**src/rtl/control_unit_pkg.sv**
```systemverilog
// ---------------------------------------------------------------------------
// control_unit_pkg
// Shared definitions for the 8-bit accumulator CPU control sequencer and its
// datapath: bus source selects, ALU operation codes, opcodes, register-group
// sub-op bits, sequencer state encoding and the bundled control word.
// Helper functions classify an instruction (register sub-op kind, index of
// its last execute cycle, ALU code for the memory-operand group).
// ---------------------------------------------------------------------------
package control_unit_pkg;

    // Sequencer states. The encoding is visible on the debug state port.
    typedef enum logic [3:0] {
        S_CLR    = 4'd0,
        S_HALT   = 4'd1,
        S_FETCH0 = 4'd2,
        S_FETCH1 = 4'd3,
        S_FETCH2 = 4'd4,
        S_DECODE = 4'd5,
        S_EX0    = 4'd6,
        S_EX1    = 4'd7,
        S_EX2    = 4'd8,
        S_EX3    = 4'd9
    } state_t;

    // Bus source selects
    localparam logic [2:0] BUS_ZERO  = 3'd0;
    localparam logic [2:0] BUS_AR    = 3'd1;
    localparam logic [2:0] BUS_PC    = 3'd2;
    localparam logic [2:0] BUS_DR    = 3'd3;
    localparam logic [2:0] BUS_AC    = 3'd4;
    localparam logic [2:0] BUS_IR    = 3'd5;
    localparam logic [2:0] BUS_ZERO2 = 3'd6;
    localparam logic [2:0] BUS_MEM   = 3'd7;

    // ALU operation codes
    localparam logic [2:0] ALU_AND  = 3'b000;
    localparam logic [2:0] ALU_ADD  = 3'b001;
    localparam logic [2:0] ALU_CMA  = 3'b010;
    localparam logic [2:0] ALU_PASS = 3'b100;

    // Opcodes, IR[7:5]
    localparam logic [2:0] OP_AND = 3'd0;
    localparam logic [2:0] OP_ADD = 3'd1;
    localparam logic [2:0] OP_LDA = 3'd2;
    localparam logic [2:0] OP_STA = 3'd3;
    localparam logic [2:0] OP_BUN = 3'd4;
    localparam logic [2:0] OP_INM = 3'd5;
    localparam logic [2:0] OP_REG = 3'd6;
    localparam logic [2:0] OP_HLT = 3'd7;

    // Register-group sub-op bit positions within IR[3:0]
    localparam int REG_CLA = 0;
    localparam int REG_INC = 1;
    localparam int REG_CMA = 2;

    typedef enum logic [1:0] {
        RK_NOP = 2'd0,
        RK_CLA = 2'd1,
        RK_CMA = 2'd2,
        RK_INC = 2'd3
    } reg_kind_t;

    // One registered control word; every field maps straight onto a port.
    typedef struct packed {
        logic       ld_pc;
        logic       ld_ar;
        logic       ld_dr;
        logic       ld_ac;
        logic       ld_ir;
        logic       inc_pc;
        logic       inc_ar;
        logic       inc_dr;
        logic       inc_ac;
        logic       inc_ir;
        logic       clr_pc;
        logic       clr_ar;
        logic       clr_dr;
        logic       clr_ac;
        logic       clr_ir;
        logic       rd;
        logic       wr;
        logic [2:0] bus;
        logic [2:0] alu;
        logic       halted;
        logic       done;
    } ctrl_t;

    // Only one register sub-op runs: CLA beats CMA beats INC.
    function automatic reg_kind_t reg_kind(input logic [2:0] sub);
        reg_kind_t k;
        if (sub[REG_CLA])      k = RK_CLA;
        else if (sub[REG_CMA]) k = RK_CMA;
        else if (sub[REG_INC]) k = RK_INC;
        else                   k = RK_NOP;
        return k;
    endfunction

    // Index (0..3) of the final execute cycle for an instruction.
    function automatic logic [1:0] last_ex(input logic [2:0] op, input logic [2:0] sub);
        logic [1:0] n;
        case (op)
            OP_AND, OP_ADD, OP_LDA, OP_INM: n = 2'd3;
            OP_REG:  n = (reg_kind(sub) == RK_CMA) ? 2'd1 : 2'd0;
            default: n = 2'd0;
        endcase
        return n;
    endfunction

    // ALU code for the memory-operand group; LDA passes DR straight through.
    function automatic logic [2:0] alu_for_op(input logic [2:0] op);
        logic [2:0] a;
        case (op)
            OP_ADD:  a = ALU_ADD;
            OP_LDA:  a = ALU_PASS;
            default: a = ALU_AND;
        endcase
        return a;
    endfunction

endpackage

```
**src/rtl/control_unit.sv**
```systemverilog
// ---------------------------------------------------------------------------
// control_unit
// Hardwired Moore sequencer for the 8-bit accumulator CPU. Walks
// CLR/HALT -> FETCH0..2 -> DECODE -> EX0..EX3 and drives every datapath
// control from a registered control word that always matches the current
// state.
//
// Ports
//   clk            system clock, rising edge
//   reset          synchronous, active-high; forces CLR
//   run            level; in HALT a 1 starts fetch at the current PC
//   IR[7:0]        instruction register: [7:5] opcode, [4] ignored, [3:0] addr/subop
//   load*/inc*/clear*  per-register load / increment / clear for PC AR DR AC IR
//   read, write    memory read strobe, memory write of the bus at AR
//   busSelectors   bus source (see BUS_* in control_unit_pkg)
//   aluOpcode      ALU operation (see ALU_* in control_unit_pkg)
//   halted         high while in HALT
//   instr_done     one-cycle pulse in the last cycle of each instruction
//   state          current state encoding, debug only
// ---------------------------------------------------------------------------
module control_unit
    import control_unit_pkg::*;
#(
    parameter bit START_ON_RESET = 1'b0
) (
    input  logic       clk,
    input  logic       reset,
    input  logic       run,
    input  logic [7:0] IR,
    output logic       loadPC,
    output logic       loadAR,
    output logic       loadDR,
    output logic       loadAC,
    output logic       loadIR,
    output logic       incPC,
    output logic       incAR,
    output logic       incDR,
    output logic       incAC,
    output logic       incIR,
    output logic       clearPC,
    output logic       clearAR,
    output logic       clearDR,
    output logic       clearAC,
    output logic       clearIR,
    output logic       read,
    output logic       write,
    output logic [2:0] busSelectors,
    output logic [2:0] aluOpcode,
    output logic       halted,
    output logic       instr_done,
    output logic [3:0] state
);

    state_t     state_q;
    state_t     state_nxt;
    ctrl_t      ctrl_q;
    logic [2:0] op_q;
    logic [2:0] sub_q;
    logic [2:0] op_cur;
    logic [2:0] sub_cur;
    logic [1:0] last_q;
    state_t     end_state;
    logic       unused_ir;

    // IR[4] is reserved and IR[3] selects no register sub-op.
    assign unused_ir = ^IR[4:3];

    // The opcode is captured in DECODE; the transition into EX0 must already
    // see it, so the live IR is used while DECODE is the current state.
    assign op_cur  = (state_q == S_DECODE) ? IR[7:5] : op_q;
    assign sub_cur = (state_q == S_DECODE) ? IR[2:0] : sub_q;

    assign last_q    = last_ex(op_q, sub_q);
    assign end_state = (op_q == OP_HLT) ? S_HALT : S_FETCH0;

    // Control word for a given state and instruction.
    function automatic ctrl_t decode_outputs(input state_t s, input logic [2:0] op,
                                             input logic [2:0] sub);
        ctrl_t      c;
        reg_kind_t  rk;
        logic       is_ex;
        logic [1:0] idx;
        c     = '0;
        rk    = reg_kind(sub);
        is_ex = 1'b0;
        idx   = 2'd0;
        case (s)
            S_CLR: begin
                c.clr_pc = 1'b1;
                c.clr_ar = 1'b1;
                c.clr_dr = 1'b1;
                c.clr_ac = 1'b1;
                c.clr_ir = 1'b1;
            end
            S_HALT: c.halted = 1'b1;
            S_FETCH0: begin
                c.bus   = BUS_PC;
                c.ld_ar = 1'b1;
            end
            S_FETCH1: begin
                c.rd     = 1'b1;
                c.inc_pc = 1'b1;
            end
            S_FETCH2: begin
                c.bus   = BUS_MEM;
                c.ld_ir = 1'b1;
            end
            S_DECODE: begin
                c.bus   = BUS_IR;
                c.ld_ar = 1'b1;
            end
            S_EX0: begin
                is_ex = 1'b1;
                idx   = 2'd0;
                case (op)
                    OP_AND, OP_ADD, OP_LDA, OP_INM: c.rd = 1'b1;
                    OP_STA: begin
                        c.bus = BUS_AC;
                        c.wr  = 1'b1;
                    end
                    OP_BUN: begin
                        c.bus   = BUS_IR;
                        c.ld_pc = 1'b1;
                    end
                    OP_REG: begin
                        case (rk)
                            RK_CLA:  c.clr_ac = 1'b1;
                            RK_INC:  c.inc_ac = 1'b1;
                            RK_CMA:  c.alu    = ALU_CMA;
                            default: c.alu    = ALU_AND;
                        endcase
                    end
                    default: c.rd = 1'b0;
                endcase
            end
            S_EX1: begin
                is_ex = 1'b1;
                idx   = 2'd1;
                case (op)
                    OP_AND, OP_ADD, OP_LDA, OP_INM: begin
                        c.bus   = BUS_MEM;
                        c.ld_dr = 1'b1;
                    end
                    OP_REG: begin
                        c.alu   = ALU_CMA;
                        c.ld_ac = 1'b1;
                    end
                    default: c.ld_dr = 1'b0;
                endcase
            end
            S_EX2: begin
                is_ex = 1'b1;
                idx   = 2'd2;
                case (op)
                    OP_AND, OP_ADD, OP_LDA: c.alu = alu_for_op(op);
                    OP_INM:  c.inc_dr = 1'b1;
                    default: c.inc_dr = 1'b0;
                endcase
            end
            S_EX3: begin
                is_ex = 1'b1;
                idx   = 2'd3;
                case (op)
                    // ALU output is registered: the op was already presented in EX2.
                    OP_AND, OP_ADD, OP_LDA: begin
                        c.alu   = alu_for_op(op);
                        c.ld_ac = 1'b1;
                    end
                    OP_INM: begin
                        c.bus = BUS_DR;
                        c.wr  = 1'b1;
                    end
                    default: c.ld_ac = 1'b0;
                endcase
            end
            default: c = '0;
        endcase
        c.done = is_ex && (idx == last_ex(op, sub));
        return c;
    endfunction

    always_comb begin
        state_nxt = state_q;
        case (state_q)
            S_CLR:    state_nxt = START_ON_RESET ? S_FETCH0 : S_HALT;
            S_HALT:   state_nxt = run ? S_FETCH0 : S_HALT;
            S_FETCH0: state_nxt = S_FETCH1;
            S_FETCH1: state_nxt = S_FETCH2;
            S_FETCH2: state_nxt = S_DECODE;
            S_DECODE: state_nxt = S_EX0;
            S_EX0:    state_nxt = (last_q == 2'd0) ? end_state : S_EX1;
            S_EX1:    state_nxt = (last_q == 2'd1) ? end_state : S_EX2;
            S_EX2:    state_nxt = (last_q == 2'd2) ? end_state : S_EX3;
            S_EX3:    state_nxt = end_state;
            default:  state_nxt = S_CLR;
        endcase
    end

    // Control word is computed for the state being entered so that it is
    // registered in lockstep with state_q.
    always_ff @(posedge clk) begin
        if (reset) begin
            state_q <= S_CLR;
            ctrl_q  <= decode_outputs(S_CLR, OP_AND, 3'd0);
        end else begin
            state_q <= state_nxt;
            ctrl_q  <= decode_outputs(state_nxt, op_cur, sub_cur);
        end
        if (state_q == S_DECODE) begin
            op_q  <= IR[7:5];
            sub_q <= IR[2:0];
        end
    end

    assign loadPC       = ctrl_q.ld_pc;
    assign loadAR       = ctrl_q.ld_ar;
    assign loadDR       = ctrl_q.ld_dr;
    assign loadAC       = ctrl_q.ld_ac;
    assign loadIR       = ctrl_q.ld_ir;
    assign incPC        = ctrl_q.inc_pc;
    assign incAR        = ctrl_q.inc_ar;
    assign incDR        = ctrl_q.inc_dr;
    assign incAC        = ctrl_q.inc_ac;
    assign incIR        = ctrl_q.inc_ir;
    assign clearPC      = ctrl_q.clr_pc;
    assign clearAR      = ctrl_q.clr_ar;
    assign clearDR      = ctrl_q.clr_dr;
    assign clearAC      = ctrl_q.clr_ac;
    assign clearIR      = ctrl_q.clr_ir;
    assign read         = ctrl_q.rd;
    assign write        = ctrl_q.wr;
    assign busSelectors = ctrl_q.bus;
    assign aluOpcode    = ctrl_q.alu;
    assign halted       = ctrl_q.halted;
    assign instr_done   = ctrl_q.done;
    assign state        = state_q;

endmodule
```
**config.mk**
```make
export PLATFORM = sky130hd
export DESIGN_NAME = control_unit
export DESIGN_NICKNAME = d
export VERILOG_FILES = /design/src/rtl/control_unit_pkg.sv /design/src/rtl/control_unit.sv
export SDC_FILE = /design/constraint.sdc
export NUM_CORES = 1
export LEC_CHECK = 0
export ABC_CLOCK_PERIOD_IN_PS = 2000
export CAP_MARGIN = 5
export CORE_MARGIN = 5
export CORE_UTILIZATION = 43
export CTS_CLUSTER_DIAMETER = 150
export DETAILED_ROUTE_END_ITERATION = 10
export PLACE_DENSITY_LB_ADDON = 0.25
export REMOVE_ABC_BUFFERS = 1
export SETUP_SLACK_MARGIN = 0.1
export SYNTH_ARGS = -nofsm -noshare
export SYNTH_HDL_FRONTEND = slang
export SYNTH_SLANG_ARGS = --single-unit
```
**constraint.sdc**
```tcl
create_clock -name clk -period 2 [get_ports clk]
set_clock_uncertainty 0.2 [all_clocks]
set_input_delay 0.2 -clock clk [delete_from_list [all_inputs] [get_ports clk]]
set_output_delay 0.2 -clock clk [all_outputs]
set_load 0.05 [all_outputs]
```
### Yosys cells after proc, flatten, opt, wreduce, memory -nomap -nowiden

Cells that the tools add are included.
W data, S select, Z words.

| operators by class | value |
|---|---|
| $add $sub $neg | 0 |
| multiply operators | 0 |
| divide/modulo/power cells | 0 |
| magnitude comparators | 0 |
| eq/ne operators | 37 |
| shift operators | 0 |
| mux-type cells | 56 |
| bitwise gates (word level) | 4 |
| reductions and logical operators | 16 |

Operators with widths:

| operator | number |
|---|---|
| $pmux W4 S10 | 1 |
| $mux W2 | 17 |
| $eq A4 B3 Y1 const B | 8 |
| $eq A3 B3 Y1 const B | 6 |
| $mux W1 | 18 |
| $mux W3 | 6 |
| $pmux W3 S6 | 1 |
| $eq A4 B2 Y1 const B | 4 |
| $eq A4 B4 Y1 const B | 4 |
| $mux W4 | 3 |
| $pmux W3 S2 | 2 |
| $reduce_or A4 Y1 | 3 |
| $eq A2 B2 Y1 const B | 5 |
| $reduce_or A2 Y1 | 5 |
| $eq A3 B2 Y1 const B | 3 |
| $pmux W3 S3 | 1 |
| $eq A4 B1 Y1 const B | 2 |
| $logic_not A4 Y1 | 2 |
| $pmux W1 S2 | 4 |
| $pmux W2 S2 | 2 |
| $eq A3 B1 Y1 const B | 2 |
| $logic_not A3 Y1 | 2 |
| $pmux W2 S3 | 1 |
| $reduce_or A3 Y1 | 2 |
| other kinds (5) | 9 |

| storage, ports and cells | value |
|---|---|
| flip-flop bits (word level) | 35 |
| latch bits | 0 |
| bits in writable memories | 0 |
| memory bits (read-only) | 0 |
| input port bits | 11 |
| output and inout port bits | 29 |
| word-level logic and storage cells | 137 |
| memories kept | 0 |

### Depth between registers and ports, before layout

Gate-level depths: netlist of run 1.

| logic depth | value |
|---|---|
| depth in word-level cells | 15 |
| mapped depth | 7 |
| gate-level depth less buffers | 5 |

### Worst setup path after synthesis of run 1

OpenSTA, ideal clock, no wires.

| timing path | value |
|---|---|
| kind | reg2reg |
| start | register state_q[0], in the netlist state[0] |
| end | register ctrl_q, in the netlist instr_done |
| library setup time | 0.117 ns |
| arrival time | 1.905 ns |
| data required time | 1.683 ns |
| path slack | -0.222 ns |
| cell stages (with the launch flop) | 8 |
| buffers on the path | 2 |
| clock period less this slack | 2.222 ns |
| cells stage by stage | dfxtp_1 buf_4 and4bb_1 buf_2 o211ai_1 nand2_1 o211ai_1 a32o_1 |

| between the ends | value |
|---|---|
| cells in the longest elaborated chain, start to end | 13 |
| elaborated cells on any way between the ends | 39 |
| classes of those cells | 19 x eq/ne; 15 x mux; 5 x reduce/logical |

Ends and longest elaborated chain:

| item | RTL line | source |
|---|---|---|
| start: declaration | control_unit.sv:54 | `state_t state_q;` |
| start signal: assignment | control_unit.sv:206 | `state_q <= state_nxt;` |
| $eq A4 B3 Y1 | control_unit.sv:70, control_unit.sv:71, control_unit.sv:184 |  |
| $mux W3 | n/a |  |
| $mux W2 | control_unit_pkg.sv:93 | `else if (sub[REG_INC]) k = RK_INC;` |
| $mux W2 (2 in a row) | n/a |  |
| $mux W2 | control_unit_pkg.sv:101 | `case (op)` |
| $mux W2 | control_unit.sv:202 | `if (reset) begin` |
| $eq A2 B2 Y1 | control_unit_pkg.sv:103 | `OP_REG: n = (reg_kind(sub) == RK_CMA) ? 2'd1 : 2'd0;` |
| $mux W1 | control_unit_pkg.sv:103 |  |
| $pmux W2 S2 | control_unit_pkg.sv:101 |  |
| $mux W2 | control_unit.sv:202 |  |
| $eq A2 B2 Y1 | control_unit.sv:178 | `c.done = is_ex && (idx == last_ex(op, sub));` |
| $logic_and A1 B1 Y1 (*) | control_unit.sv:178 |  |
| end signal: assignment | control_unit.sv:204 | `ctrl_q <= decode_outputs(S_CLR, OP_AND, 3'd0);` |
| end signal: assignment | control_unit.sv:207 | `ctrl_q <= decode_outputs(state_nxt, op_cur, sub_cur);` |
| end: declaration | control_unit.sv:56 | `ctrl_t ctrl_q;` |

Mark *: on every way between the ends. The rest lies on a longest branch, timed or not. The select of a mux whose other input is x is not followed.
A chain may end at the register's enable or synchronous reset.

### Worst setup path in the final report of run 1

| timing path | value |
|---|---|
| start | register state_q[0], in the netlist state[0] |
| end | register ctrl_q, in the netlist busSelectors[1] |

| between the ends | value |
|---|---|
| cells in the longest elaborated chain, start to end | 6 |
| elaborated cells on any way between the ends | 26 |
| classes of those cells | 18 x eq/ne; 5 x mux; 3 x reduce/logical |

Ends and longest elaborated chain:

| item | RTL line | source |
|---|---|---|
| $eq A4 B3 Y1 | control_unit.sv:70, control_unit.sv:184 |  |
| $mux W3 | n/a |  |
| $eq A3 B1 Y1 (tied with other cells) | control_unit.sv:139 | `case (op)` |
| $reduce_or A4 Y1 | control_unit.sv:139 |  |
| $mux W3 | control_unit.sv:139 |  |
| $pmux W3 S6 (*) | control_unit.sv:87 | `case (s)` |

Mark *: on every way between the ends. The rest lies on a longest branch, timed or not.

==> out/results.txt, run 1 <==
status = complete, but fails checks
failing checks = setup timing
crit path capture type = flop
area grow syn2layout = 80.75%
Synth area leaders = dfxtp_1, buf_4, mux2i_1, nand2_1, nor3_1
DRT Pass-1 Iters = 4
Clk Latency, worst-skew pair = 0.34 ns
static leakage = 0.001155 µW
most frequent cells after synthesis = dfxtp_1, nand2_1, buf_4, nor2_1, nor3_1
Tot GR Track Use = 0.2086
drt total wl = 5607 µm
peak supply drop = 0.5414 mV
total number of vias = 1656
layout cell share with drive strength beyond 1 = 0.5040
Max Cap Viol = 0
fin crit period = 2.025 ns
Crit Path Max Fanout = 7
worst r2r dst = busSelectors[1]
unrepaired setup endpoints after global routing = true
top-area cell type share of the netlist area = 0.3969
clk sinks = 29
combinational share of power = 0.426
Internal = 1261 µW
final setup margin = -0.02528 ns
Yosys cell types = 53
P_sw = 763.7 µW
clock transition at the registers of the reported paths = 0.09 ns
Routability Congestion = 0.8802
Non-Filler Instances = 294
Final Max Slew Viols = 0
Data required, critical path = 2.08 ns
most frequent cell after synthesis = dfxtp_1
CTS buffer count = 5
Pwr Total = 2025 µW
CTS tree = built
I/O pins = 40
DR DRC count = 0
WP data arrival = 2.11 ns
main flop type after synthesis = dfxtp_1
initial DRC count = 210
flop2flop setup slack = -0.03 ns
Final nets = 258
Yosys reg bits = 29
period utilisation layout = 1.013
number of vias per cell = 5.633
# rows = 21
CTS root buf = clkbuf_4
Worst-Margin Slew = 0.5153 ns
post-synthesis sequential area ratio = 0.3969
Post-DRT Antenna Nets = 0
number of synthesized flops with an enable pin = 0
final hold slack = 0.2468 ns
Worst Hold Class = flop to flop
max frequency = 0.4938 GHz
antenna violations before repair = 1
Cells after Synth = 156
vias in the first global route = 1571
worst-case clock buffer depth = 2
Setup CP Type = flop to flop
gr ovfl total = 0
routed len/inst = 19.07 µm
Die W = 68.32 µm
DPL Wire Length = 3102 µm
Worst setup endpoint = busSelectors[1]
Netlist Area Pre-Place = 1463 µm²
Worst Reg-to-Reg Cells = 6
ys async rst share = 0
fill cell count = 197
placed cell count = 261
clock power share = 0.203
final hold viol count = 0
Ys Warns = 0
initial core utilization = 0.4418
H-tree lvl count = 2
# setup viols final = 3
Slew headroom = 0.6559
Die Area = 4668 µm²
sequential share of power = 0.371
pin count of the biggest net entering global routing = 14
Mapped Avg Cell Area = 9.376 µm²
area leader, netlist = dfxtp_1
pwr dens = 766.0 nW/µm²
crit start category = flop
core box area = 3311 µm²
Ant. Diodes = 0
crit path launch = state[0]
Die H = 68.32 µm
worst r2r src = state[0]
hold-fix buffers at CTS = 0
sw frac = 0.3771
global-route wire length before repair = 7189 µm
Port Buffer Count = 35
[flip-flops by register name (all words and copies together), names as in the netlist, 2 cells and up]
signal        count
busSelectors      3
state             4
op_q              3
aluOpcode         3
sub_q             2
[routing by layer]
layer	vias up	GRT usage	share of wire
li1	752	-	-
met1	795	0.2179	0.39
met2	91	0.3791	0.50
met3	18	0.06404	0.083
met4	0	0.09429	0.024
met5	-	0	0
[layout by cell type (no fill, tap or decap), types with 3 or more instances in the layout]
cell	count
buf_4	57
dfxtp_1	23
clkdlybuf4s50_1	23
nand2_1	11
nor2_1	7
buf_6	6
nand3_1	5
clkbuf_4	5
inv_1	4
nor3_1	4
nor3_2	4
dfxtp_2	4
dlymetal6s2s_1	4
dlygate4sd2_1	4
mux2i_4	3
o211ai_1	3
a21oi_2	3
and3_1	3
a21oi_1	3
[metrics by stage]
| stage | TNS [ns] | cell area, µm² | setup slack, ns | util |
|---|---|---|---|---|
| 6_report | -0.05321 | 2644 | -0.02528 | 0.7986 |
| 4_1_cts | 0 | 2332 | 0.07617 | 0.7045 |
| 2_1_floorplan | -3.917 | 1361 | -0.4866 | - |
| 3_5_place_dp | -0.3055 | 2064 | -0.09736 | 0.6236 |
| 5_1_grt | -0.3251 | 2644 | -0.1116 | 0.7986 |
| 3_3_place_gp | -0.08080 | 2064 | -0.03468 | 0.6236 |
[worst min-delay path by stage]
stage,start,end,slack (ns),cells after the start
global placement,sub_q[0],sub_q[0],0.23,2
CTS,sub_q[0],sub_q[0],0.25,2
detailed placement,sub_q[0],sub_q[0],0.24,2
floorplan,reset,busSelectors[1],0.06,1
global route,IR[2],sub_q[2],0.27,3
finish,sub_q[0],sub_q[0],0.25,2
[logic make-up after synthesis]
kind of cell | Yosys count | share of synthesized area
other | 1 | 0.002564
multiplexers | 5 | 0.03422
AO/OA/AOI/OAI | 31 | 0.1754
flip-flops | 29 | 0.3969
AND/OR/NAND/NOR | 69 | 0.3063
buffers and inverters | 21 | 0.08468
[power by group through the flow]
stage | logic (µW) | registers (µW) | clock network (µW)
after floorplan | 239 | 810 | 0
after global placement | 590 | 726 | 0
after detailed placement | 613 | 729 | 0
after CTS | 705 | 741 | 401
after global routing | 899 | 759 | 441
final | 863 | 752 | 411
[worst max-delay path, stage by stage, from the launching register on]
cell	delay (ns)
dfxtp_4	0.40
buf_8	0.14
and4bb_1	0.21
o21bai_1	0.21
nand3_2	0.23
or3_4	0.44
a21oi_2	0.12
[area by class of cell]
| class | count | area [µm²] | area share |
|---|---|---|---|
| inverter | 5 | 18.77 | 0.007099 |
| timing repair buffer | 99 | 885.9 | 0.3351 |
| clock inverter | 1 | 5.005 | 0.001893 |
| tap | 46 | 57.56 | 0.02177 |
| multi-input combinational | 107 | 1018 | 0.3852 |
| sequential | 29 | 593.1 | 0.2243 |
| clock buffer | 7 | 65.06 | 0.02461 |
[what timing repair did]
item | CTS | global route
endpoints found under the setup margin | 16 | 18
gates cloned | 1 | 0
resized for setup | 37 | 36
pin swaps | 13 | 14
buffers inserted | 6 | 18
Note: power is estimated with default switching activity, not from simulation.
==> run 2, diff against run 1 <==
- ABC_CLOCK_PERIOD_IN_PS: 2000 -> 1900
- CORE_UTILIZATION: 43 -> 47
- clock period: 2 -> 1.9 ns (I/O delays scaled with it)
==> out/results.txt, run 2 (synthesized netlist as in run 1, its figures left out) <==
placed cell area = 2115 µm² (+2.4%)
WP data arrival = 2.02 ns (-0.09 ns)
total number of vias = 1684 (+1.7%)
Ant. Diodes = 0 (unchanged)
DR DRC count = 0 (unchanged)
Worst Reg-to-Reg Cells = 7 (+1)
most used cell, CP = o211ai_1
CTS buffer count = 5 (unchanged)
clk sinks = 29 (unchanged)
gr ovfl total = 0 (unchanged)
number of vias per cell = 5.807 (+3.1%)
clock transition at the registers of the reported paths = 0.08 ns (about the same)
Max Cap Viol = 0 (unchanged)
static leakage = 0.001183 µW (+2.4%)
period utilisation layout = 1.056 (+0.04368)
routed len/inst = 19.55 µm (+2.5%)
fin crit period = 2.007 ns (-0.01828 ns)
layout cell share with drive strength beyond 1 = 0.5366 (+0.03255)
Die W = 65.79 µm (-3.7%)
final hold slack = 0.1104 ns (-0.1365 ns)
Crit Path Max Fanout = 6 (-1)
flop2flop setup slack = -0.11 ns (-0.08 ns)
initial core utilization = 0.4831 (+0.04126)
status = complete, but fails checks
DRT Pass-1 Iters = 4 (unchanged)
antenna violations before repair = 0 (-1)
Final nets = 256 (-0.78%)
vias in the first global route = 1664 (+5.9%)
Port Buffer Count = 35 (unchanged)
Final Cell Area = 2626 µm² (-0.66%)
Die Area = 4328 µm² (-7.3%)
crit path capture type = flop
Setup CP Type = flop to flop
Worst Hold Class = primary input to flop
Tot GR Track Use = 0.2378 (+0.02921)
failing checks = setup timing
Worst-Margin Slew = 0.5406 ns (+0.02531 ns)
# rows = 20 (-4.8%)
core box area = 3028 µm² (-8.5%)
area grow syn2layout = 79.56%
I/O pins = 40 (unchanged)
WHS Path Cells = 3 (+1)
Data required, critical path = 1.92 ns (-0.16 ns)
drt total wl = 5669 µm (+1.1%)
DPL Wire Length = 3062 µm (-1.3%)
pwr dens = 804.1 nW/µm² (+5.0%)
Non-Filler Instances = 290 (-1.4%)
pin count of the biggest net entering global routing = 11 (-3)
peak supply drop = 0.6522 mV (+20%)
H-tree lvl count = 2 (unchanged)
Routability Congestion = 0.8442 (-4.1%)
Final Max Slew Viols = 0 (unchanged)
# setup viols final = 8 (+5)
worst-case clock buffer depth = 2 (unchanged)
most frequent cells in the layout = buf_4, dfxtp_1, dlygate4sd2_1, nand2_1, buf_6
global-route wire length before repair = 7907 µm (+10%)
unrepaired setup endpoints after global routing = true
final hold viol count = 0 (unchanged)
CTS root buf = clkbuf_4
Slew headroom = 0.6385 (-0.01744)
CP Cell Sequence = buf_12, and4bb_4, buf_6, o211ai_1, nand2_2, o211ai_1, a32o_1
CP max stage cell = dfxtp_4
Post-DRT Antenna Nets = 0 (unchanged)
CP peak stage delay = 0.37 ns (-0.07 ns)
commonest non-fill, non-tap cell in the layout = buf_4
final setup margin = -0.1070 ns (-0.08172 ns)
initial DRC count = 109 (-48%)
Clk Latency, worst-skew pair = 0.34 ns (about the same)
placed cell count = 261 (unchanged)
max FFs per register = 4 (unchanged)
max frequency = 0.4983 GHz (+0.91%)
CTS tree = built
crit start category = flop
Die H = 65.79 µm (-3.7%)
run 2: changes by cell type in the layout (fill, tap and decap cells not counted), moves of 2 or more:
cell             before  now
a21oi_2               3    5
dlygate4sd2_1         4   18
buf_12                2    5
clkbuf_8              2    0
dfxtp_4               2    5
nor4_1                2    4
dlymetal6s2s_1        4    2
clkdlybuf4s50_1      23    6
dfxtp_2               4    1
run 2: layout make-up:
type | count | area, µm²
multi-input combinational | 107 | 1023
sequential | 29 | 600.6
clock buffer | 6 | 41.29
fill | 147 | 401.6
timing repair buffer | 97 | 877.1
tap | 44 | 55.05
clock inverter | 2 | 10.01
inverter | 5 | 18.77
run 2: final timing paths:
check	startpoint	endpoint
worst max-delay path	state[1]	instr_done
worst min-delay path	IR[6]	op_q[1]
worst max register to register	state[1]	instr_done
worst min register to register	sub_q[0]	sub_q[0]
run 2: what timing repair did:
| action | in CTS | in global routing |
|---|---|---|
| hold endpoints to repair | 0 | 0 |
| hold buffers | 0 | 0 |
| setup buffers | 15 | 8 |
| pin swaps | 16 | 19 |
| cloned | 0 | 1 |
| endpoints found under the setup margin | 33 | 17 |
| gates resized for setup | 57 | 35 |
run 2: metal layers:
| layer | up-vias | share of wire | track usage |
|---|---|---|---|
| met5 | - | 0 | 0 |
| met4 | 0 | 0.046 | 0.1218 |
| met3 | 27 | 0.080 | 0.06122 |
| met2 | 103 | 0.48 | 0.4055 |
| met1 | 801 | 0.39 | 0.2713 |
| li1 | 753 | - | - |
run 2: critical path, delay by kind of cell, from the launching register on:
| family | cells | cell delay [ns] |
|---|---|---|
| AOI/OAI and AO/OA | 3 | 0.54 |
| buffers and inverters | 2 | 0.28 |
| DFF | 1 | 0.37 |
| and+or+nand+nor | 2 | 0.51 |
run 2: stage by stage:
stage	total power, µW	worst slack, ns	TNS, ns	util
2_1_floorplan	1104	-0.5866	-6.205	-
3_3_place_gp	1396	-0.1330	-0.6742	0.6983
3_5_place_dp	1420	-0.1565	-0.9243	0.6983
4_1_cts	1903	-0.07667	-0.2166	0.7983
5_1_grt	2195	-0.1576	-1.031	0.8674
6_report	2112	-0.1070	-0.5426	0.8674
run 2: report_power, final:
part           switching (µW)  total [µW]  internal, µW
clock                     217         357           141
sequential               90.0         776           686
combinational             517         978           462
==> run 3, diff against run 2 <==
- ABC_CLOCK_PERIOD_IN_PS: 1900 -> unset
==> results of run 3 <==
Same layout as run 2: the final DEF is identical, and so are final timing and power.
